**src/rtl/systolic_feeder.sv**
```systemverilog
`default_nettype none
// ============================================================================
// Module      : systolic_feeder
// Description : Accepts operand vectors over valid/ready and drives them onto
//               diagonally skewed weight/activation buses for a systolic array.
//               After each tile it flushes zeros and then pulses tile_done.
//               Optional statistics outputs are enabled by FEEDER_STATS_EN.
// Revision    : 1.0 - initial release
// ============================================================================
module systolic_feeder #(
    parameter int SIZE      = 4,
    parameter int MAX_BEATS = 64
) (
    input  logic                 clk,
    input  logic                 rstn,
    input  logic                 s_valid,
    output logic                 s_ready,
    input  logic [8*SIZE-1:0]    s_weight,
    input  logic [8*SIZE-1:0]    s_in,
    input  logic                 s_last,
    output logic [8*SIZE-1:0]    weight,
    output logic [8*SIZE-1:0]    in,
    output logic                 busy,
    output logic                 tile_done,
    output logic                 overflow
`ifdef FEEDER_STATS_EN
    ,
    output logic [$clog2(MAX_BEATS+1)-1:0] tile_beats,
    output logic [15:0]                    bubble_cnt
`endif
);

    localparam int c_BW          = $clog2(MAX_BEATS + 1);
    localparam int c_FW          = (2 * SIZE > 2) ? $clog2(2 * SIZE) : 1;
    localparam int c_FLUSH_LAST  = 2 * SIZE - 2;

    localparam logic [1:0] c_IDLE   = 2'd0;
    localparam logic [1:0] c_STREAM = 2'd1;
    localparam logic [1:0] c_FLUSH  = 2'd2;
    localparam logic [1:0] c_DONE   = 2'd3;

    logic [1:0]      r_state;
    logic [c_BW-1:0] r_beat_cnt;
    logic [c_FW-1:0] r_flush_cnt;
    logic            r_tile_done;
    logic            r_overflow;

    logic            w_accept;
    logic [c_BW-1:0] w_beat_next;
    logic            w_cap_hit;
    logic            w_end;
    logic            w_flush_last;

    assign s_ready      = (r_state == c_IDLE) || (r_state == c_STREAM);
    assign w_accept     = s_valid && s_ready;
    assign w_beat_next  = (r_state == c_IDLE) ? c_BW'(1) : r_beat_cnt + c_BW'(1);
    assign w_cap_hit    = (w_beat_next == c_BW'(MAX_BEATS));
    assign w_end        = w_accept && (s_last || w_cap_hit);
    assign w_flush_last = (r_flush_cnt == c_FW'(c_FLUSH_LAST));

    assign busy      = (r_state == c_STREAM) || (r_state == c_FLUSH);
    assign tile_done = r_tile_done;
    assign overflow  = r_overflow;

    always_ff @(posedge clk or negedge rstn) begin
        if (!rstn) begin
            r_state     <= c_IDLE;
            r_beat_cnt  <= '0;
            r_flush_cnt <= '0;
            r_tile_done <= 1'b0;
            r_overflow  <= 1'b0;
        end else begin
            r_tile_done <= 1'b0;
            case (r_state)
                c_IDLE, c_STREAM: begin
                    if (w_accept) begin
                        r_beat_cnt <= w_beat_next;
                        if (w_end) begin
                            r_state     <= c_FLUSH;
                            r_flush_cnt <= '0;
                            // A tile closed by s_last is legitimate even at the cap.
                            if (!s_last) begin
                                r_overflow <= 1'b1;
                            end
                        end else begin
                            r_state <= c_STREAM;
                        end
                    end
                end
                c_FLUSH: begin
                    if (w_flush_last) begin
                        r_state     <= c_DONE;
                        r_tile_done <= 1'b1;
                    end else begin
                        r_flush_cnt <= r_flush_cnt + c_FW'(1);
                    end
                end
                c_DONE: begin
                    r_state     <= c_IDLE;
                    r_beat_cnt  <= '0;
                    r_flush_cnt <= '0;
                end
                default: begin
                    r_state <= c_IDLE;
                end
            endcase
        end
    end

    // Lane i is an (i+1)-deep chain; idle cycles push zeros so the chain never stalls.
    for (genvar gi = 0; gi < SIZE; gi++) begin : g_lane
        logic [7:0] r_wsr [0:gi];
        logic [7:0] r_isr [0:gi];

        always_ff @(posedge clk or negedge rstn) begin
            if (!rstn) begin
                for (int j = 0; j <= gi; j++) begin
                    r_wsr[j] <= 8'h00;
                    r_isr[j] <= 8'h00;
                end
            end else begin
                r_wsr[0] <= w_accept ? s_weight[8*gi +: 8] : 8'h00;
                r_isr[0] <= w_accept ? s_in[8*gi +: 8]     : 8'h00;
                for (int j = 1; j <= gi; j++) begin
                    r_wsr[j] <= r_wsr[j-1];
                    r_isr[j] <= r_isr[j-1];
                end
            end
        end

        assign weight[8*gi +: 8] = r_wsr[gi];
        assign in[8*gi +: 8]     = r_isr[gi];
    end

`ifdef FEEDER_STATS_EN
    logic [c_BW-1:0] r_tile_beats;
    logic [15:0]     r_bubble_cnt;

    always_ff @(posedge clk or negedge rstn) begin
        if (!rstn) begin
            r_tile_beats <= '0;
            r_bubble_cnt <= '0;
        end else begin
            if (r_state == c_FLUSH && w_flush_last) begin
                r_tile_beats <= r_beat_cnt;
            end
            if (r_state == c_IDLE && w_accept && !w_end) begin
                r_bubble_cnt <= '0;
            end else if (r_state == c_STREAM && !w_accept && r_bubble_cnt != 16'hFFFF) begin
                r_bubble_cnt <= r_bubble_cnt + 16'd1;
            end
        end
    end

    assign tile_beats = r_tile_beats;
    assign bubble_cnt = r_bubble_cnt;
`endif

endmodule
`default_nettype wire
```
**config.mk**
```make
export PLATFORM = sky130hd
export DESIGN_NAME = systolic_feeder
export DESIGN_NICKNAME = d
export VERILOG_FILES = /design/src/rtl/systolic_feeder.sv
export SDC_FILE = /design/constraint.sdc
export NUM_CORES = 1
export LEC_CHECK = 0
export CAP_MARGIN = 30
export CORE_UTILIZATION = 49
export CTS_BUF_LIST = sky130_fd_sc_hd__clkbuf_8 sky130_fd_sc_hd__clkbuf_16
export CTS_CLUSTER_DIAMETER = 80
export DETAILED_ROUTE_END_ITERATION = 7
export GPL_TIMING_DRIVEN = 0
export PLACE_DENSITY = 0.89
export SLEW_MARGIN = 40
export SYNTH_ARGS = -nofsm -noshare
export SYNTH_HDL_FRONTEND = slang
export SYNTH_SLANG_ARGS = --single-unit
```
**constraint.sdc**
```tcl
create_clock -name clk -period 2.56 [get_ports clk]
set_input_delay 0.256 -clock clk [delete_from_list [all_inputs] [get_ports clk]]
set_output_delay 0.256 -clock clk [all_outputs]
set_load 0.005 [all_outputs]
```
==> impl_results.md <==
* Hpwl dp at about 7300 um
* Total CTS buffers at 17
* Most used routing layer: met2
* Synth Warn # at 0
* Leak at around 3.9 nW
* GRT overflow at 0
* Yosys top cell area share at 0.756
* Final min period at roughly 2400 ps
* Unrepaired setup endpoints after global routing: no
* Final design utilization at 0.702
* P_sw at 0.00193 W
* Initial antenna violation count at 0
* Prevailing post-synth register cell: dfrtp_1
* Met1 Resource Use GR at 0.229
* GRT Overall Usage at 0.198
* Pint at ~0.006 W
* Pwr dens at between 900 and 1000 nW/um2
* Seq cells post-synth at about 170
* Worst VDD drop at between 0.8 and 0.9 mV
* Logic pwr share at 0.203
* Final Max Tran Viols at 0
* Die width at ~110 um
* IO Count at 136
* Max FO, Critical Path at 7
* Status: finished, final reports clean
* Crit. End Element: primary output
* Largest net degree at the start of global routing at about 80
* Setup TNS at 0 ps
* Die height at 110 um
* First-pass GRT wire length at 18100 um
* Largest area contributor in the netlist: dfrtp_1
* Reg-to-reg slack, setup at 280 ps
* Layout area overhead at 39.2%
* Core Footprint at 11400 um2
* Nets at 624
* Antenna Cells at 0
* # DRC at 0
* Post-Synthesis Cells at 392
* Tcrit/Tclk final at 0.952
* Fraction of layout cells with a size suffix above 1 at 0.149
* Post-route cell area at ~8000 um2
* EDFF count, synth at 0
* Syn_nets at around 470
* Worst Hold Class: input port to async pin
* Sequential power share at 0.448
* Clock slew at reported path FFs at roughly 60 ps
* CTS tree: built
* Max-Cap Viols at 0
* Average cell area after synthesis at roughly 15 um2
* GRT met2 Usage at 0.343
* Clock Skew at slightly below 7 ps
* Worst-Skew Late Latency at between 400 and 500 ps
* Clock buffer depth at 2
* Post-detailed-route count of antenna-violating nets at 0
* Vias per cell at between 4 and 5
* Vias in the first global route at around 3500
* Compound-Gate Fraction of Synth Area at 0.0376
* Most common cell in the synthesized netlist: dfrtp_1
* Post-synth top cells: dfrtp_1, and2_1, buf_4
* Synth area leaders: dfrtp_1, and2_1, buf_4
* Hold Fails Final Rpt at 0
* H-tree Lvls at 4
* Unique masters post-synth at 34
* Row cnt at 39
* Critical path arrival at roughly 2200 ps
* Post-Synth XOR/XNOR Area at 0.00608
* Fillers at just under 800
* Post-Synth Adder-Cell Area at 0.0152
* Synth Area in Simple Gates at 0.113
* DRT Pass-1 Iters at 4
* FMAX at ~410 MHz
* WL/cell at around 15 um
* Least-Margin Pin Slew at around 420 ps
* DR iter-0 viols at 145
* Netlist Area Pre-Place at between 5000 and 6000 um2
* Mux cell area share after synthesis at 0
* Sw frac at 0.242
* Clock Power Share at 0.350
* # port buffers at about 140
* GP Congestion at roughly 0.80
* Die footprint at 12200 um2
* Critical path class: flop to primary output
* Routed via count at 3345
* Crit start category: flop
* Post-placement cell area at around 7300 um2
* Clock Root Buffer: clkbuf_16
* Met3 Use GR at 0.0543
* Routed WL at roughly 11000 um
* Clk sink count at roughly 170
* Slew HR at 0.721
* Asr flop ratio synth at 1.00
* Seq/Total Area, Yosys at 0.756
* Number of setup buffers added after CTS at 0
* Final number of setup-violating endpoints at 0
* Critical Path RT at 2300 ps
* Initial core utilization at 0.504
* Largest family of logic cells by synthesized area: simple AND/OR/NAND/NOR gates
-- sequential cells by signal, indices dropped and copies added (netlist names) --
| signal | count |
|---|---|
| weight | 24 |
| g_lane.r_isr | 56 |
| r_flush_cnt | 3 |
| in | 24 |
| tile_done | 1 |
| r_state | 2 |
| overflow | 1 |
| g_lane.r_wsr | 56 |
| r_beat_cnt | 7 |
-- stage by stage --
step	instances	worst slack (ps)	total power, W	hold WS (ps)
floorplan	392	648	0.00432	-39.6
global placement	670	-5140	0.00509	332
detailed placement	672	177	0.00522	163
CTS	705	99.1	0.00806	313
global route	705	6.65	0.00836	346
finish	705	122	0.00797	318
-- layout make-up --
cell class,count,area (um2),area share
Inverter,5,18.8,0.00234
Sequential cell,174,4350,0.543
Clock buffer,18,439,0.0548
Multi-Input combinational cell,155,988,0.123
Buffer,58,399,0.0498
Timing Repair Buffer,138,1420,0.177
Clock inverter,14,215,0.0268
Tap cell,143,179,0.0223
-- cells in the final DEF (no fill, tap or decap), types with 2 or more instances in the layout --
master           count
clkbuf_1             9
clkinv_4             2
nand2b_1             5
ha_1                 7
nor2b_1              3
a221oi_1             2
clkinvlp_4           3
inv_1                7
clkbuf_16           17
bufinv_16            5
nor3_1               2
buf_4               48
o41ai_1              2
nand2_1             15
buf_16               2
and2_1              64
nand3_1              4
a311oi_1             2
or4_1                2
and3_1               2
xor2_1               3
o31ai_1              2
o211ai_1             5
nor2_1               7
a21oi_1              4
inv_6                2
clkdlybuf4s50_1    134
o21ai_0             12
dfrtp_1            174
-- worst max-delay path: stages, from the launching register on --
cell and delay, ps:
dfrtp_1 410, inv_1 140, ha_1 290, nor2_1 350, inv_1 110, clkdlybuf4s50_1 460
-- layer usage --
| metal | share of wire | wire [um] |
|---|---|---|
| met1 | 0.39 | 4220 |
| met2 | 0.53 | 5810 |
| met4 | 0.024 | 264 |
| met3 | 0.053 | 578 |
| met5 | 0 | 0 |
-- power groups by stage --
stage,clock network (W),logic [W],registers (W)
6_report,0.00279,0.00161,0.00357
5_1_grt,0.00297,0.00176,0.00363
3_3_place_gp,0,0.00153,0.00356
4_1_cts,0.00285,0.00163,0.00358
3_5_place_dp,0,0.00161,0.00361
2_1_floorplan,0,0.000788,0.00353
-- logic make-up after synthesis --
family                   Yosys count
flip-flops                       174
AND/OR/NAND/NOR                  111
buffers and inverters             63
AO/OA/AOI/OAI                     33
adder cells (fa/ha/maj)            7
XOR/XNOR                           4
-- worst paths after layout --
check	depth (start not counted)	end	from
setup / recovery	5	s_ready	r_state[1]$_DFFE_PN0P_
hold reg to reg	0	g_lane[3].r_isr[22]$_DFF_PN0_	g_lane[3].r_isr[30]$_DFF_PN0_
hold / removal	2	in[24]$_DFF_PN0_	rstn
min in group clk	0	g_lane[3].r_isr[22]$_DFF_PN0_	g_lane[3].r_isr[30]$_DFF_PN0_
setup reg to reg	6	r_flush_cnt[1]$_DFFE_PN0P_	r_beat_cnt[0]$_DFFE_PN0P_
max in group asynchronous	3	g_lane[3].r_wsr[15]$_DFF_PN0_	rstn
-- what timing repair did --
item	4_1_cts	5_1_grt
endpoints found under the setup margin	0	30
gates resized for setup	0	2
hold buffers	1	0
endpoints found under the hold margin	40	0
Note: power is estimated with default switching activity, not from simulation.
==> patch (config.mk and constraints unchanged) <==
Build with the macro `FEEDER_STATS_EN` defined.
--- a/src/rtl/systolic_feeder.sv
+++ b/src/rtl/systolic_feeder.sv
@@ -7,6 +7,8 @@
 //               Optional statistics outputs are enabled by FEEDER_STATS_EN.
 // Revision    : 1.0 - initial release
 // ============================================================================
+`define FEEDER_STATS_EN
+
 module systolic_feeder #(
     parameter int SIZE      = 4,
     parameter int MAX_BEATS = 64
Formal check against the unedited RTL (old outputs only; new: bubble_cnt and tile_beats): equivalent (equiv_simple and equiv_induct, registers matched by name and starting in step).
==> patch against the original RTL <==
  * Synthesized area increased by 17%
  * Worst setup slack improved by 0.023 ns
  * Sequential cell count increased by 23
  * Hold slack about the same
  * Sequential power increased by 12%
  * Final area increased by 15%
  * Total power increased by 4.3%
  * Wire length increased by 13%
  * Critical endpoint is now bubble_cnt[14]
  * Highest routed layer unchanged
==> patch: results (changes against the original RTL) <==
Layout:
- The data-path buffer share of cell area in the final layout is 22.5% (was 22.7%).
- The total of clock buffers placed in the layout is 19 (was 18).
- The flip-flop and latch share of the layout cell area came to 53.7% (was 54.3%).
- The share of final-layout standard cells stronger than drive strength 1 is 12.9% (was 14.9%).
- The multi-input gate count is 229 (was 155).
- The number of non-clock inverters in the layout came to 7 (was 5).
- The multi-input logic portion of the cell area is 14.9% (was 12.3%).
- The sequential cell count is 197 (was 174).
- The final net count is 747 (was 624).
- The final-layout clock-cell area share is 6.27% (was 8.16%).

Placement:
- The placed wire-length estimate was 8.71 mm (was 7.32 mm).
- The routability-driven placement congestion ratio is 0.864 (was 0.803).
- The total placed cells including tap cells came to 827 (was 672).

Pwr:
- The switching portion of total power is 25.8% (was 24.2%).
- The share of total power in combinational logic is 21.5% (was 20.3%).
- The power per cell area is 906 mW/mm2 (was 994 mW/mm2).
- The share of total power in sequential cells came to 48.1% (was 44.8%).
- The maximum ir drop on the vdd rail is 0.000588 V (was 0.000814 V).

Route:
- The routed length on met1 came to 4.68 mm (was 4.22 mm).
- The via total after detailed routing is 4038 (was 3345).
- The routed wire length is 12.3 mm (was 10.9 mm).
- The number of DRC violations after detailed-routing iteration 0 is 237 (was 145).

GRT:
- The global-route wire length before repair came to 20.4 mm (was 18.1 mm).
- The global-route met2 utilization was 33.2% (was 34.3%).
- The global-route total usage across every layer is 19.0% (was 19.8%).
- The met1 layer usage reported by global route is 21.2% (was 22.9%).

STA:
- The worst slew slack as a fraction of its limit is 62.2% (was 72.1%).
- The worst clock skew on the final layout was 0.00700 ns (was 0.00682 ns).

Status:
- Result of the run: completed (unchanged).

Synth:
- The count of distinct cell types in the synthesized netlist is 38 (was 34).
- The post-synthesis area per instance came to 13.7 um2 (was 14.7 um2).
- The share of synthesized area occupied by flip-flops and latches was 73.2% (was 75.6%).

Setup path:
- The largest fanout of any net on the critical path is 10 (was 7).
- The cell family contributing the most delay on the critical path is simple AND/OR/NAND/NOR gates (was buffers and inverters).
## patch: what timing repair did
item / 4_1_cts / 5_1_grt
resized for setup: 0 / 1
endpoints found under the hold margin: 31 / 0
hold buffers: 1 / 0
buffers inserted: 0 / 0
endpoints found under the setup margin: 0 / 2
## patch: kinds of logic after synthesis
kind of cell	synth area share (%)
compound gates	2.64
xor+xnor	2.08
fa+ha+maj	1.49
buf+inv	6.52
flops	73.2
mux	0.465
simple gates	13.6
## patch: path summary, 6_finish.rpt
| path | from | endpoint | slack (ns) | cells past startpoint |
|---|---|---|---|---|
| max | r_beat_cnt[0] | bubble_cnt[14] | 0.14 | 9 |
| min | rstn | g_lane[2].r_wsr[17] | 0.32 | 2 |
| max reg2reg | r_beat_cnt[0] | bubble_cnt[14] | 0.14 | 9 |
| min reg2reg | g_lane[2].r_isr[12] | in[20] | 0.35 | 0 |
| max in group asynchronous | rstn | r_flush_cnt[1] | 1.57 | 3 |
| min in group clk | g_lane[2].r_isr[12] | in[20] | 0.35 | 0 |
